===== src/rtl/mult_sched_pkg.sv =====
// mult_sched_pkg: shared state encoding, default widths and a small
// modulo helper used by the mult_share_scheduler block and its arbiter.
package mult_sched_pkg;

  typedef enum logic [1:0] {
    IDLE  = 2'd0,
    ISSUE = 2'd1,
    WAIT  = 2'd2,
    RESP  = 2'd3
  } state_e;

  localparam int DEF_WIDTH_IN       = 8;
  localparam int DEF_WIDTH_OUT      = 16;
  localparam int DEF_TIMEOUT_CYCLES = 300;

  // (base + off) mod n, valid when base < n and off < n.
  function automatic int wrap_add(input int base, input int off, input int n);
    int sum;
    sum = base + off;
    return (sum >= n) ? sum - n : sum;
  endfunction

endpackage


===== src/rtl/mult_share_scheduler_rr_arbiter.sv =====
// rr_arbiter: purely combinational round-robin picker. Searches the request
// vector starting at ptr_i and wrapping; the first set bit wins. The pointer
// register itself lives in the parent.
module rr_arbiter
  import mult_sched_pkg::*;
#(
  parameter int NUM_REQ = 4,
  localparam int ID_W   = (NUM_REQ > 1) ? $clog2(NUM_REQ) : 1
) (
  input  logic [NUM_REQ-1:0] req_i,
  input  logic [ID_W-1:0]    ptr_i,
  output logic [NUM_REQ-1:0] grant_oh_o,
  output logic [ID_W-1:0]    grant_idx_o,
  output logic               any_req_o
);

  logic [ID_W-1:0] idx;

  // Scan from the pointer upward; the first hit is latched by any_req_o.
  always_comb begin
    // NOTE: every output gets a default before the loop so no path leaves a
    // value unassigned, which would otherwise infer a latch.
    grant_oh_o  = '0;
    grant_idx_o = '0;
    any_req_o   = 1'b0;
    idx         = '0;
    for (int k = 0; k < NUM_REQ; k++) begin
      idx = ID_W'(wrap_add(int'(ptr_i), k, NUM_REQ));
      if (!any_req_o && req_i[idx]) begin
        any_req_o   = 1'b1;
        grant_idx_o = idx;
      end
    end
    if (any_req_o) begin
      grant_oh_o[grant_idx_o] = 1'b1;
    end
  end

endmodule


===== src/rtl/mult_share_scheduler.sv =====
// mult_share_scheduler: shares one iterative multiplier between NUM_REQ
// requesters. Round-robin grant in IDLE, one-cycle start in ISSUE, wait for
// the done pulse in WAIT, hold the tagged response in RESP until accepted.
// Operands with a zero factor skip the multiplier and answer directly.
// Optional watchdog in WAIT: define MULT_SCHED_TIMEOUT_EN.
module mult_share_scheduler
  import mult_sched_pkg::*;
#(
  parameter int NUM_REQ        = 4,
  parameter int WIDTH_IN       = DEF_WIDTH_IN,
  parameter int WIDTH_OUT      = DEF_WIDTH_OUT,
  parameter int TIMEOUT_CYCLES = DEF_TIMEOUT_CYCLES
) (
  input  logic                         CLK,
  input  logic                         RST,
  input  logic [NUM_REQ-1:0]           req_valid,
  output logic [NUM_REQ-1:0]           req_ready,
  input  logic [NUM_REQ*WIDTH_IN-1:0]  req_a,
  input  logic [NUM_REQ*WIDTH_IN-1:0]  req_b,
  output logic                         rsp_valid,
  input  logic                         rsp_ready,
  output logic [$clog2(NUM_REQ)-1:0]   rsp_id,
  output logic [WIDTH_OUT-1:0]         rsp_product,
  output logic                         rsp_err,
  output logic                         mul_start,
  output logic [WIDTH_IN-1:0]          mul_a,
  output logic [WIDTH_IN-1:0]          mul_b,
  input  logic                         mul_done,
  input  logic [WIDTH_OUT-1:0]         mul_product
);

  localparam int ID_W = $clog2(NUM_REQ);

  state_e               state_q, state_d;
  logic [ID_W-1:0]      rr_ptr_q, rr_ptr_d;
  logic [ID_W-1:0]      id_q, id_d;
  logic [WIDTH_IN-1:0]  a_q, a_d;
  logic [WIDTH_IN-1:0]  b_q, b_d;
  logic [WIDTH_OUT-1:0] product_q, product_d;

  logic [NUM_REQ-1:0]   grant_oh;
  logic [ID_W-1:0]      grant_idx;
  logic                 any_req;
  logic [WIDTH_IN-1:0]  sel_a;
  logic [WIDTH_IN-1:0]  sel_b;

`ifdef MULT_SCHED_TIMEOUT_EN
  localparam int CNT_W = $clog2(TIMEOUT_CYCLES + 1);
  logic [CNT_W-1:0] cnt_q, cnt_d;
  logic             err_q, err_d;
`else
  // The watchdog limit only matters when the timeout feature is built in.
  logic unused_timeout;
  assign unused_timeout = (TIMEOUT_CYCLES > 0);
`endif

  rr_arbiter #(
    .NUM_REQ (NUM_REQ)
  ) u_arb (
    .req_i       (req_valid),
    .ptr_i       (rr_ptr_q),
    .grant_oh_o  (grant_oh),
    .grant_idx_o (grant_idx),
    .any_req_o   (any_req)
  );

  assign sel_a = req_a[grant_idx*WIDTH_IN +: WIDTH_IN];
  assign sel_b = req_b[grant_idx*WIDTH_IN +: WIDTH_IN];

  // Accept is offered only in IDLE and never while reset is asserted.
  assign req_ready   = (state_q == IDLE && !RST) ? grant_oh : '0;
  assign mul_start   = (state_q == ISSUE);
  assign rsp_valid   = (state_q == RESP);
  assign rsp_id      = id_q;
  assign rsp_product = product_q;
  assign mul_a       = a_q;
  assign mul_b       = b_q;
`ifdef MULT_SCHED_TIMEOUT_EN
  assign rsp_err     = err_q;
`else
  assign rsp_err     = 1'b0;
`endif

  // Next-state and datapath capture; holds everything by default.
  always_comb begin
    state_d   = state_q;
    rr_ptr_d  = rr_ptr_q;
    id_d      = id_q;
    a_d       = a_q;
    b_d       = b_q;
    product_d = product_q;
`ifdef MULT_SCHED_TIMEOUT_EN
    cnt_d     = cnt_q;
    err_d     = err_q;
`endif
    case (state_q)
      IDLE: begin
        if (any_req) begin
          a_d  = sel_a;
          b_d  = sel_b;
          id_d = grant_idx;
`ifdef MULT_SCHED_TIMEOUT_EN
          err_d = 1'b0;
`endif
          if (sel_a == '0 || sel_b == '0) begin
            product_d = '0;
            state_d   = RESP;
          end else begin
            state_d = ISSUE;
          end
        end
      end
      ISSUE: begin
        state_d = WAIT;
`ifdef MULT_SCHED_TIMEOUT_EN
        cnt_d = '0;
`endif
      end
      WAIT: begin
        if (mul_done) begin
          product_d = mul_product;
          state_d   = RESP;
        end
`ifdef MULT_SCHED_TIMEOUT_EN
        else if (cnt_q == CNT_W'(TIMEOUT_CYCLES - 1)) begin
          product_d = '0;
          err_d     = 1'b1;
          state_d   = RESP;
        end else begin
          cnt_d = cnt_q + 1'b1;
        end
`endif
      end
      RESP: begin
        if (rsp_ready) begin
          rr_ptr_d = ID_W'(wrap_add(int'(id_q), 1, NUM_REQ));
          state_d  = IDLE;
        end
      end
      default: state_d = IDLE;
    endcase
  end

  // State and datapath registers with synchronous reset.
  always_ff @(posedge CLK) begin
    // NOTE: sequential state uses non-blocking assignments so every register
    // samples the pre-edge values regardless of statement order.
    if (RST) begin
      state_q   <= IDLE;
      rr_ptr_q  <= '0;
      id_q      <= '0;
      a_q       <= '0;
      b_q       <= '0;
      product_q <= '0;
`ifdef MULT_SCHED_TIMEOUT_EN
      cnt_q     <= '0;
      err_q     <= 1'b0;
`endif
    end else begin
      state_q   <= state_d;
      rr_ptr_q  <= rr_ptr_d;
      id_q      <= id_d;
      a_q       <= a_d;
      b_q       <= b_d;
      product_q <= product_d;
`ifdef MULT_SCHED_TIMEOUT_EN
      cnt_q     <= cnt_d;
      err_q     <= err_d;
`endif
    end
  end

endmodule

===== config.mk =====
export PLATFORM = sky130hd
export DESIGN_NAME = mult_share_scheduler
export DESIGN_NICKNAME = d
export VERILOG_FILES = /design/src/rtl/mult_sched_pkg.sv /design/src/rtl/mult_share_scheduler_rr_arbiter.sv /design/src/rtl/mult_share_scheduler.sv
export SDC_FILE = /design/constraint.sdc
export NUM_CORES = 1
export LEC_CHECK = 0
export ABC_AREA = 0
export ABC_CLOCK_PERIOD_IN_PS = 7390
export CORE_ASPECT_RATIO = 0.7
export CORE_MARGIN = 1
export CORE_UTILIZATION = 44
export DETAILED_ROUTE_END_ITERATION = 16
export PLACE_DENSITY = 0.89
export SYNTH_ARGS = -nofsm -noshare
export SYNTH_HDL_FRONTEND = slang
export SYNTH_SLANG_ARGS = --single-unit
export TNS_END_PERCENT = 100

===== constraint.sdc =====
create_clock -name CLK -period 7.39 [get_ports CLK]
set_input_delay 1.478 -clock CLK [delete_from_list [all_inputs] [get_ports CLK]]
set_output_delay 1.478 -clock CLK [all_outputs]
set_load 0.02 [all_outputs]

# == Word-level counts from Yosys, hierarchy flattened ==
# Cells that the tools add are included.
# totals
regBits,38
latchBits,0
ram_bits,0
rom_bits,0
input_bits,88
elab_cells,87
n_memories,0
# op_classes
addsub,9
multipliers,0
div_mod_pow,0
order_cmp,11
eq_ne,7
shifts,2
mux,34
bitwise_logic,0
n_reduce_logical,18
# op_table
operator,n
32-bit by 6-bit variable part select with 8-bit output,2
16-bit two-way mux,3
16-bit one-hot mux with 2 select lines,1
2-bit two-way mux,13
8-bit zero test,2
2-bit by 3-bit less-than comparator with 1-bit output (second input constant),5
3-bit >= comparator (second input constant),4
2-bit by 1-bit subtractor with 2-bit output (second input constant),5
1-bit two-way mux,9
1-bit binary-select mux with 2-bit select,4
4-bit two-way mux,2
2-bit one-hot mux with 4 select lines,1
2-bit by 1-bit adder with 3-bit output (second input constant),2
2-bit by 2-bit adder with 3-bit output (second input constant),2
1-bit logical AND,5
2-bit == test (second input constant),2
1-bit zero test,4
2-bit by 1-bit != test with 1-bit output (second input constant),2
2-bit != test (second input constant),2
2-bit AND reduction,2
4-bit AND reduction,1
2-bit by 3-bit >= comparator with 1-bit output (second input constant),1
3-bit AND reduction,1
1-bit demux with 2-bit select,1
other kinds (5),5

# == Longest topological paths before layout ==
# Gate-level depths: netlist (run 1).
# depth
ltp_word,20
mapped_depth,11
ltp_nobuf,8

# == Cells and area by module ==
# A second synthesis (run 1) with hierarchy kept.
# hier_totals
cells_unflattened,360
hier_area_um2,2967.8
# modules_own_cells
module,instances,cells_per_inst,area_per_inst_um2,seq_area_each_um2
mult_share_scheduler,1,327,2756.4,760.7
rr_arbiter,1,33,211.5,0.0

# == Worst setup path before layout (run 1) ==
# Ideal clock, no wire load.
# synth_timing
path_type,in2out
startpoint,in req_valid[2]
endpoint,out req_ready[0]
arrival_time_ns,3.008
setup_slack_ns,2.904
path_stages,5
path_buffers,2
path_cell_list,nor4_1 > nand2b_1 > clkbuf_1 > clkbuf_1 > nor4_1
# synth_between
elab_chain_cells,18
elab_cells_between_ends,29
cone_classes,2 x order compare; 20 x mux; 7 x reduce/logical
# synth_lines
item,line_no,source
"start, declared",mult_share_scheduler.sv:16,"input logic [NUM_REQ-1:0] req_valid,"
1-bit binary-select mux with 2-bit select,mult_share_scheduler_rr_arbiter.sv:29,if (!any_req_o && req_i[idx]) begin
1-bit two-way mux (implied by the code),mult_share_scheduler_rr_arbiter.sv:29,
1-bit two-way mux,mult_share_scheduler_rr_arbiter.sv:29,
1-bit zero test,mult_share_scheduler_rr_arbiter.sv:29,
1-bit logical AND,mult_share_scheduler_rr_arbiter.sv:29,
1-bit two-way mux,mult_share_scheduler_rr_arbiter.sv:29,
1-bit zero test,mult_share_scheduler_rr_arbiter.sv:29,
1-bit logical AND,mult_share_scheduler_rr_arbiter.sv:29,
(+2 left out),-,
1-bit logical AND,mult_share_scheduler_rr_arbiter.sv:29,
2-bit two-way mux,mult_share_scheduler_rr_arbiter.sv:29,
2-bit by 3-bit less-than comparator with 1-bit output (implied by the code) / 2-bit by 1-bit >= comparator with 1-bit output (equally long branches),mult_share_scheduler_rr_arbiter.sv:35,grant_oh_o[grant_idx_o] = 1'b1;
1-bit logical AND (implied by the code),mult_share_scheduler_rr_arbiter.sv:35,
1-bit two-way mux (implied by the code),mult_share_scheduler_rr_arbiter.sv:35,
1-bit demux with 2-bit select,-,
4-bit two-way mux (*),mult_share_scheduler_rr_arbiter.sv:34,if (any_req_o) begin
4-bit two-way mux (*),mult_share_scheduler.sv:71,assign req_ready = (state_q == IDLE && !RST) ? grant_oh : '0;
"end, declared",mult_share_scheduler.sv:17,"output logic [NUM_REQ-1:0] req_ready,"
# Every way passes the cells marked *; elsewhere a longest branch is shown, timed or not. The select of a mux whose other input is x is not followed.

# == Worst setup path in the final report (run 1) ==
# layout_timing
startpoint,in req_valid[1]
endpoint,out req_ready[3]
# Same word-level chain as after synthesis.

==> impl_results.html, run 1 <==
<table>
<tr><th>Metric</th><th>Value</th></tr>
<tr><th colspan="2">GRT</th></tr>
<tr><td>Total overflow reported by the global router</td><td>0</td></tr>
<tr><td>Gr usage total</td><td>0.2730</td></tr>
<tr><td>Most Crowded Layer GR</td><td>met2</td></tr>
<tr><td>Vias in the first global route</td><td>2743</td></tr>
<tr><td>M1 GR Usage</td><td>0.3303</td></tr>
<tr><td>Global routing met2 resource utilization</td><td>0.4662</td></tr>
<tr><td>Antenna violations before repair</td><td>0</td></tr>
<tr><td>First-pass GRT wire length</td><td>roughly 13000 um</td></tr>
<tr><td>Largest net degree at the start of global routing</td><td>60</td></tr>
<tr><td>M3 GR Usage</td><td>0.07356</td></tr>
<tr><th colspan="2">Floorplan</th></tr>
<tr><td>Area of the core</td><td>around 5700 um2</td></tr>
<tr><td>Rows</td><td>23</td></tr>
<tr><td>Count of pins on the block boundary</td><td>~130</td></tr>
<tr><td>Vert. Die Dim</td><td>66.29 um</td></tr>
<tr><td>Width of the die</td><td>93.84 um</td></tr>
<tr><td>Die Footprint</td><td>6220 um2</td></tr>
<tr><td>Starting density of the core</td><td>0.4559</td></tr>
<tr><th colspan="2">Route</th></tr>
<tr><td>Antenna viol nets, final</td><td>0</td></tr>
<tr><td>Wire length per cell after detailed routing</td><td>roughly 16 um</td></tr>
<tr><td>Final WL</td><td>8411 um</td></tr>
<tr><td>Via count of the routed design</td><td>roughly 2.9k</td></tr>
<tr><td>Number of DRC violations after detailed routing</td><td>0</td></tr>
<tr><td>Drt first-iter violations</td><td>185</td></tr>
<tr><td>Router iterations before antenna repair</td><td>6</td></tr>
<tr><td>Average vias per placed instance</td><td>roughly 5.7</td></tr>
<tr><th colspan="2">Logic synthesis</th></tr>
<tr><td>Cell Area, Synth</td><td>between 2000 and 3000 um2</td></tr>
<tr><td>Synthesized instance count</td><td>330</td></tr>
<tr><td>Fraction of post-synthesis cell area in the top cell type by area</td><td>0.2929</td></tr>
<tr><td>Net count of the mapped netlist</td><td>approximately 420</td></tr>
<tr><td>Most used standard cells in the synthesized netlist</td><td>sky130_fd_sc_hd__nor2_1, sky130_fd_sc_hd__dfxtp_1, sky130_fd_sc_hd__a211oi_1</td></tr>
<tr><td>Synthesized area per cell</td><td>~7.9 um2</td></tr>
<tr><td>Simple-gate share of the synthesized area</td><td>0.2534</td></tr>
<tr><td>Parity-gate share of the synthesized area counting xor and xnor cells</td><td>0.003372</td></tr>
<tr><td>Number of synthesized flops with an enable pin</td><td>0</td></tr>
<tr><td>Synth Flop Type</td><td>sky130_fd_sc_hd__dfxtp_1</td></tr>
<tr><td>Share of the synthesized area in compound gates (AO/OA/AOI/OAI)</td><td>0.2384</td></tr>
<tr><td>Share of flip-flops with an asynchronous set or reset</td><td>0</td></tr>
<tr><td>Most used standard cell by instance count after synthesis</td><td>sky130_fd_sc_hd__nor2_1</td></tr>
<tr><td>Synth area leader</td><td>sky130_fd_sc_hd__dfxtp_1</td></tr>
<tr><td>Largest cells by area after synthesis</td><td>sky130_fd_sc_hd__dfxtp_1, sky130_fd_sc_hd__a211oi_1, sky130_fd_sc_hd__and3_1</td></tr>
<tr><td>Count of yosys warnings during synthesis</td><td>0</td></tr>
<tr><td>Multiplexer share of the synthesized area</td><td>0.1310</td></tr>
<tr><td>Main combinational cell family by area after synthesis</td><td>simple AND/OR/NAND/NOR gates</td></tr>
<tr><td>Adder-cell area share of the yosys netlist</td><td>0.02408</td></tr>
<tr><td>Number of different library cells in the post-synthesis netlist</td><td>38</td></tr>
<tr><td>Flip-flop and latch count after synthesis</td><td>38</td></tr>
<tr><td>Sequential fraction of the synthesis area</td><td>0.2929</td></tr>
<tr><th colspan="2">Worst setup path</th></tr>
<tr><td>CP Launch Type</td><td>input port</td></tr>
<tr><td>Startpoint of the most critical setup path</td><td>req_valid[1]</td></tr>
<tr><td>Worst Setup EP</td><td>req_ready[3]</td></tr>
<tr><td>Type of element capturing the critical path</td><td>primary output</td></tr>
<tr><td>Length in cells of the worst reg-to-reg path</td><td>9</td></tr>
<tr><td>Origin of the critical flop-to-flop path</td><td>rr_ptr_q[0]$_SDFFE_PP0P_</td></tr>
<tr><td>Required arrival time at the worst endpoint</td><td>5.91 ns</td></tr>
<tr><td>Arrival time at the worst endpoint</td><td>4.16 ns</td></tr>
<tr><td>Category of the most critical setup path</td><td>input port to primary output</td></tr>
<tr><td>Reg-to-reg slack, setup</td><td>3.43 ns</td></tr>
<tr><td>Endpoint of the most critical register-to-register path</td><td>rsp_product[4]$_SDFFE_PP0P_</td></tr>
<tr><td>Crit path max fanout</td><td>34</td></tr>
<tr><th colspan="2">Timing</th></tr>
<tr><td>Layout Skew</td><td>0.004181 ns</td></tr>
<tr><td>Max Transition Viols Final</td><td>0</td></tr>
<tr><td>Transition time at the pin with the least slew margin</td><td>1.001 ns</td></tr>
<tr><td>RSZ-0062 raised after global routing</td><td>false</td></tr>
<tr><td>Hold Slack</td><td>~0.46 ns</td></tr>
<tr><td>Slew HR</td><td>0.3325</td></tr>
<tr><td>Maximum clock rate</td><td>roughly 180 MHz</td></tr>
<tr><td>Setup TNS Final</td><td>0 ns</td></tr>
<tr><td>Share of the clock period used by the worst path after layout</td><td>0.7630</td></tr>
<tr><td>Total count of hold-check failures in the final report</td><td>0</td></tr>
<tr><td>Setup violation total in the final timing report</td><td>0</td></tr>
<tr><td>Final min period</td><td>5.638 ns</td></tr>
<tr><td>Fin worst setup slack</td><td>between 1.5 and 2 ns</td></tr>
<tr><th colspan="2">Cells and area</th></tr>
<tr><td>Final standard cell utilization of the core</td><td>0.7022</td></tr>
<tr><td>Finished Layout Cells</td><td>between 500 and 600</td></tr>
<tr><td>Diodes inserted</td><td>0</td></tr>
<tr><td>P&amp;R area growth vs syn</td><td>54.05%</td></tr>
<tr><td>Final Net Count</td><td>531</td></tr>
<tr><td>Proportion of layout cells with a drive suffix above 1</td><td>0.05923</td></tr>
<tr><td>Post-route cell area</td><td>between 4000 and 5000 um2</td></tr>
<tr><th colspan="2">Status</th></tr>
<tr><td>Run status</td><td>finished clean</td></tr>
<tr><th colspan="2">Clock network</th></tr>
<tr><td>Clock tree from TritonCTS</td><td>done</td></tr>
<tr><td>Root Driver</td><td>sky130_fd_sc_hd__clkbuf_8</td></tr>
<tr><td>TritonCTS sink count</td><td>38</td></tr>
<tr><td>Maximum buffer depth of the clock tree</td><td>2</td></tr>
<tr><td>Clock latency reported for the late side of the worst-skew pair</td><td>between 0.2 and 0.3 ns</td></tr>
<tr><td>Post-CTS setup buffer count</td><td>0</td></tr>
<tr><td>Deepest level of the CTS H-tree</td><td>2</td></tr>
<tr><td>Clock transition at the register clock pins on the worst setup and hold paths after CTS</td><td>around 0.080 ns</td></tr>
<tr><td>Number of cells upsized or downsized after cts</td><td>0</td></tr>
<tr><td>Clock buffer count from CTS</td><td>5</td></tr>
<tr><td>Number of buffers inserted for hold repair after clock tree synthesis</td><td>0</td></tr>
<tr><th colspan="2">Run</th></tr>
<tr><td>Max-cap check violation count</td><td>0</td></tr>
<tr><th colspan="2">Power</th></tr>
<tr><td>Power per unit of standard cell area</td><td>roughly 260 nW/um2</td></tr>
<tr><td>Design Power</td><td>1.050 mW</td></tr>
<tr><td>Maximum resistive drop on vdd</td><td>194.8 uV</td></tr>
<tr><td>Static Leak</td><td>around 1.6 nW</td></tr>
<tr><th colspan="2">Placement</th></tr>
<tr><td>Half-perimeter wire length after detailed placement</td><td>roughly 6300 um</td></tr>
<tr><td>Placed insts</td><td>just over 500</td></tr>
<tr><td>Global placer's final weighted congestion</td><td>roughly 0.84</td></tr>
<tr><td>Placed Area</td><td>3859 um2</td></tr>
<tr><td>Worst setup slack before clock tree synthesis</td><td>about 1.8 ns</td></tr>
<tr><td>Count of buffers from port buffering</td><td>between 100 and 150</td></tr>
<tr><th colspan="2">Min path</th></tr>
<tr><td>Depth of the worst hold-timing path</td><td>2</td></tr>
<tr><td>Worst hold-check path type</td><td>register to register</td></tr>
</table>
-- state kept, by name (all words and copies together) (netlist names) --
register,count
mul_a,8
rsp_product,16
state_q,2
rsp_id,2
mul_b,8
rr_ptr_q,2
-- kinds of logic (layout without fill, tap and decap cells) --
family	after synthesis	count (layout)
simple gates	131	131
mux	32	32
fa+ha+maj	5	5
xor+xnor	1	1
flops	38	38
other cells	1	1
buf+inv	34	143
compound gates	88	88
-- cell type report --
| class | count | area [um2] |
|---|---|---|
| fill | 473 | 1697 |
| multi-input combinational | 258 | 1693 |
| timing repair buffer | 131 | 1296 |
| clock buffer | 6 | 82.58 |
| tap | 75 | 93.84 |
| sequential | 38 | 760.7 |
| inverter | 4 | 15.01 |
| clock inverter | 2 | 60.06 |
-- layer usage --
layer  vias up  share of wire
met1      1390           0.44
met2       108           0.48
li1       1430              -
met5         -              0
met4         0          0.021
met3        19          0.057
-- where the power goes --
group	switching, mW	internal (mW)
Clock	0.0770	0.144
Sequential	0.0305	0.251
Combinational	0.305	0.243
Total	0.412	0.638
-- worst min-delay path by stage --
stage	startpoint	to	slack (ns)
2_1_floorplan	state_q[0]$_SDFFE_PP0P_	state_q[0]$_SDFFE_PP0P_	0.51
3_3_place_gp	mul_a[5]$_SDFFE_PP0P_	mul_a[5]$_SDFFE_PP0P_	0.44
3_5_place_dp	mul_b[6]$_SDFFE_PP0P_	mul_b[6]$_SDFFE_PP0P_	0.45
4_1_cts	mul_b[6]$_SDFFE_PP0P_	mul_b[6]$_SDFFE_PP0P_	0.46
5_1_grt	mul_b[6]$_SDFFE_PP0P_	mul_b[6]$_SDFFE_PP0P_	0.48
6_report	mul_b[6]$_SDFFE_PP0P_	mul_b[6]$_SDFFE_PP0P_	0.46
-- cells in the final DEF (no fill, tap or decap), types with 5 or more instances in the layout --
| cell type | n |
|---|---|
| sky130_fd_sc_hd__a211oi_1 | 33 |
| sky130_fd_sc_hd__nand2_1 | 18 |
| sky130_fd_sc_hd__or3_1 | 11 |
| sky130_fd_sc_hd__clkbuf_8 | 6 |
| sky130_fd_sc_hd__nor3_1 | 7 |
| sky130_fd_sc_hd__clkdlybuf4s50_1 | 126 |
| sky130_fd_sc_hd__a22oi_1 | 16 |
| sky130_fd_sc_hd__o22ai_1 | 9 |
| sky130_fd_sc_hd__ha_1 | 5 |
| sky130_fd_sc_hd__nor2_1 | 46 |
| sky130_fd_sc_hd__and3_1 | 32 |
| sky130_fd_sc_hd__mux2i_1 | 16 |
| sky130_fd_sc_hd__a21oi_1 | 22 |
| sky130_fd_sc_hd__nor4_1 | 5 |
| sky130_fd_sc_hd__dfxtp_1 | 38 |
| sky130_fd_sc_hd__mux2_2 | 6 |
| sky130_fd_sc_hd__mux2_1 | 10 |
-- critical path: stages --
cell and delay, ns:
sky130_fd_sc_hd__clkdlybuf4s50_1 0.53, sky130_fd_sc_hd__nor2b_1 0.23, sky130_fd_sc_hd__a211o_1 0.72, sky130_fd_sc_hd__nand2_1 0.21, sky130_fd_sc_hd__nor4_1 0.32, sky130_fd_sc_hd__clkdlybuf4s50_1 0.66
Note: power is estimated with default switching activity, not from simulation.
==> run 2: changes to the inputs <==
- ABC_CLOCK_PERIOD_IN_PS: 7390 -> 5850
- CORE_UTILIZATION: 44 -> 41
- PLACE_DENSITY: 0.89 -> 0.84
- clock period: 7.39 -> 5.85 ns (I/O delays scaled with it)
==> run 2 against run 1 <==
Net effect:
- first-iteration DRC count shrank 5.9%
- critical path type unchanged
- clock power shrank 15%
- register-to-register slack lost 1.3 ns
- worst hold slack lost 0.00055 ns
- highest routed layer unchanged
- clock-buffer cell count grew 1
==> impl_results.html, run 2 (synthesized netlist as in run 1, its figures left out) <==
<table>
<tr><th>Metric</th><th>Value</th></tr>
<tr><th colspan="2">Clock network</th></tr>
<tr><td>Clock latency reported for the late side of the worst-skew pair</td><td>just under 0.3 ns</td></tr>
<tr><td>Clock tree from TritonCTS</td><td>done</td></tr>
<tr><td>Root Driver</td><td>sky130_fd_sc_hd__clkbuf_8</td></tr>
<tr><td>Clock transition at the register clock pins on the worst setup and hold paths after CTS</td><td>0.08 ns</td></tr>
<tr><td>TritonCTS sink count</td><td>38</td></tr>
<tr><td>Number of buffers inserted for hold repair after clock tree synthesis</td><td>0</td></tr>
<tr><td>Deepest level of the CTS H-tree</td><td>2</td></tr>
<tr><td>Number of cells upsized or downsized after cts</td><td>0</td></tr>
<tr><td>Post-CTS setup buffer count</td><td>0</td></tr>
<tr><td>Maximum buffer depth of the clock tree</td><td>2</td></tr>
<tr><td>Clock buffer count from CTS</td><td>5</td></tr>
<tr><th colspan="2">GRT</th></tr>
<tr><td>Total overflow reported by the global router</td><td>0</td></tr>
<tr><td>Gr usage total</td><td>0.2555</td></tr>
<tr><td>Antenna violations before repair</td><td>0</td></tr>
<tr><td>Vias in the first global route</td><td>approximately 2.8k</td></tr>
<tr><td>First-pass GRT wire length</td><td>roughly 14000 um</td></tr>
<tr><td>Largest net degree at the start of global routing</td><td>54</td></tr>
<tr><th colspan="2">Worst setup path</th></tr>
<tr><td>Length in cells of the worst reg-to-reg path</td><td>8</td></tr>
<tr><td>Worst path most repeated cell</td><td>sky130_fd_sc_hd__clkdlybuf4s50_1</td></tr>
<tr><td>Crit path max fanout</td><td>34</td></tr>
<tr><td>Cell-by-cell listing of the critical path</td><td>clkdlybuf4s50_1 -&gt; nor2b_1 -&gt; a211o_1 -&gt; nand2_1 -&gt; nor4_1 -&gt; clkdlybuf4s50_1</td></tr>
<tr><td>Type of element capturing the critical path</td><td>primary output</td></tr>
<tr><td>Arrival time at the worst endpoint</td><td>3.92 ns</td></tr>
<tr><td>Required arrival time at the worst endpoint</td><td>between 4 and 5 ns</td></tr>
<tr><td>Slowest stage delay, CP</td><td>~0.67 ns</td></tr>
<tr><td>CP Launch Type</td><td>input port</td></tr>
<tr><td>Category of the most critical setup path</td><td>input port to primary output</td></tr>
<tr><td>Slowest cell on the critical path</td><td>sky130_fd_sc_hd__clkdlybuf4s50_1</td></tr>
<tr><th colspan="2">Timing</th></tr>
<tr><td>Share of the clock period used by the worst path after layout</td><td>0.8693</td></tr>
<tr><td>Setup violation total in the final timing report</td><td>0</td></tr>
<tr><td>Setup TNS Final</td><td>0 ns</td></tr>
<tr><td>Max Transition Viols Final</td><td>0</td></tr>
<tr><td>Total count of hold-check failures in the final report</td><td>0</td></tr>
<tr><td>RSZ-0062 raised after global routing</td><td>false</td></tr>
<tr><td>Maximum clock rate</td><td>~200 MHz</td></tr>
<tr><td>Final min period</td><td>5.086 ns</td></tr>
<tr><td>Slew HR</td><td>0.2463</td></tr>
<tr><td>Fin worst setup slack</td><td>roughly 0.76 ns</td></tr>
<tr><td>Transition time at the pin with the least slew margin</td><td>roughly 1.1 ns</td></tr>
<tr><td>Hold Slack</td><td>between 0.4 and 0.5 ns</td></tr>
<tr><td>Layout Skew</td><td>0.003958 ns</td></tr>
<tr><th colspan="2">Route</th></tr>
<tr><td>Antenna viol nets, final</td><td>0</td></tr>
<tr><td>Wire length per cell after detailed routing</td><td>about 16 um</td></tr>
<tr><td>Router iterations before antenna repair</td><td>5</td></tr>
<tr><td>Drt first-iter violations</td><td>about 170</td></tr>
<tr><td>Final WL</td><td>about 8500 um</td></tr>
<tr><td>Average vias per placed instance</td><td>about 5.7</td></tr>
<tr><td>Via count of the routed design</td><td>2920</td></tr>
<tr><td>Number of DRC violations after detailed routing</td><td>0</td></tr>
<tr><th colspan="2">Cells and area</th></tr>
<tr><td>Post-route cell area</td><td>a little under 4000 um2</td></tr>
<tr><td>P&amp;R area growth vs syn</td><td>52.65%</td></tr>
<tr><td>Final Net Count</td><td>approximately 530</td></tr>
<tr><td>Diodes inserted</td><td>0</td></tr>
<tr><td>Proportion of layout cells with a drive suffix above 1</td><td>0.06122</td></tr>
<tr><td>Most common cell after layout, fill and taps aside</td><td>sky130_fd_sc_hd__clkdlybuf4s50_1</td></tr>
<tr><td>Highest-count cells in the layout ignoring fill and taps</td><td>sky130_fd_sc_hd__clkdlybuf4s50_1, sky130_fd_sc_hd__nor2_1, sky130_fd_sc_hd__dfxtp_1</td></tr>
<tr><td>Number of flip-flops under the largest register name</td><td>16</td></tr>
<tr><th colspan="2">Floorplan</th></tr>
<tr><td>Rows</td><td>23</td></tr>
<tr><td>Count of pins on the block boundary</td><td>around 130</td></tr>
<tr><td>Die Footprint</td><td>around 6700 um2</td></tr>
<tr><td>Vert. Die Dim</td><td>about 70 um</td></tr>
<tr><td>Area of the core</td><td>a little under 6000 um2</td></tr>
<tr><td>Width of the die</td><td>between 90 and 100 um</td></tr>
<tr><td>Starting density of the core</td><td>0.4403</td></tr>
<tr><th colspan="2">Min path</th></tr>
<tr><td>Worst hold-check path type</td><td>register to register</td></tr>
<tr><td>Depth of the worst hold-timing path</td><td>2</td></tr>
<tr><th colspan="2">Power</th></tr>
<tr><td>Internal Pwr Total</td><td>0.7209 mW</td></tr>
<tr><td>Switching power of the nets</td><td>about 0.52 mW</td></tr>
<tr><td>Switching portion of total power</td><td>0.4169</td></tr>
<tr><td>Design Power</td><td>between 1 and 1.5 mW</td></tr>
<tr><td>Power per unit of standard cell area</td><td>approximately 310 nW/um2</td></tr>
<tr><td>Clock share of power</td><td>0.151</td></tr>
<tr><td>Maximum resistive drop on vdd</td><td>~210 uV</td></tr>
<tr><td>Static Leak</td><td>1.636 nW</td></tr>
<tr><td>Power share of the sequential group</td><td>0.289</td></tr>
<tr><td>Combinational cell fraction of total power</td><td>0.560</td></tr>
<tr><th colspan="2">Status</th></tr>
<tr><td>Run status</td><td>finished clean</td></tr>
<tr><th colspan="2">Placement</th></tr>
<tr><td>Half-perimeter wire length after detailed placement</td><td>~6300 um</td></tr>
<tr><td>Placed Area</td><td>approximately 3900 um2</td></tr>
<tr><td>Worst setup slack before clock tree synthesis</td><td>just under 0.8 ns</td></tr>
<tr><td>Global placer's final weighted congestion</td><td>approximately 1</td></tr>
<tr><td>Count of buffers from port buffering</td><td>~130</td></tr>
<tr><th colspan="2">Run</th></tr>
<tr><td>Max-cap check violation count</td><td>0</td></tr>
</table>
-- run 2: changes by cell type in the layout (fill, tap and decap cells not counted), sizes merged --
cell,before,now
clkbuf,6,7
buf,5,7
clkinv,0,1
bufinv,2,0
-- run 2: power groups by stage --
stage | clock, mW | combinational (mW) | sequential (mW)
6_report | 0.187 | 0.692 | 0.357
4_1_cts | 0.193 | 0.690 | 0.357
3_3_place_gp | 0 | 0.669 | 0.359
2_1_floorplan | 0 | 0.360 | 0.416
3_5_place_dp | 0 | 0.686 | 0.362
5_1_grt | 0.208 | 0.752 | 0.364
-- run 2: final cells by class --
type / instances / area, um2
sequential: 38 / 760.7
clock buffer: 7 / 86.33
fill: 488 / 1934
multi-input combinational: 258 / 1693
tap: 75 / 93.84
timing repair buffer: 133 / 1311
inverter: 4 / 15.01
clock inverter: 1 / 5.005
-- run 2: per-layer routing --
layer	up-vias	routed length [um]	global-route usage
met2	87	4224	0.4595
met3	8	353	0.04435
met1	1395	3828	0.3270
met4	0	87	0.05784
met5	-	0	0
li1	1430	-	-
-- run 2: path summary, 6_finish.rpt --
kind	start	endpoint	slack, ns
worst min register to register	mul_a[5]$_SDFFE_PP0P_	mul_a[5]$_SDFFE_PP0P_	0.46
worst min-delay path	mul_a[5]$_SDFFE_PP0P_	mul_a[5]$_SDFFE_PP0P_	0.46
worst max register to register	rr_ptr_q[0]$_SDFFE_PP0P_	rsp_product[0]$_SDFFE_PP0P_	2.15
worst max-delay path	req_valid[1]	req_ready[2]	0.76
-- run 2: critical path: cells and delay by family --
kind | cells | cell delay, ns
simple gates | 3 | 1.36
compound gates | 1 | 0.17
buf+inv | 2 | 1.20
-- run 2: per-stage QoR --
step | utilization | instances
final | 0.6721 | 516
after global routing | 0.6721 | 516
after CTS | 0.6721 | 516
after detailed placement | 0.6566 | 508
after global placement | 0.6566 | 508
after floorplan | - | 330
==> run 3: changes to the inputs <==
- SETUP_SLACK_MARGIN: default -> 0.02
==> results of run 3 <==
No change in the layout: final DEF, timing and power equal those of run 2.
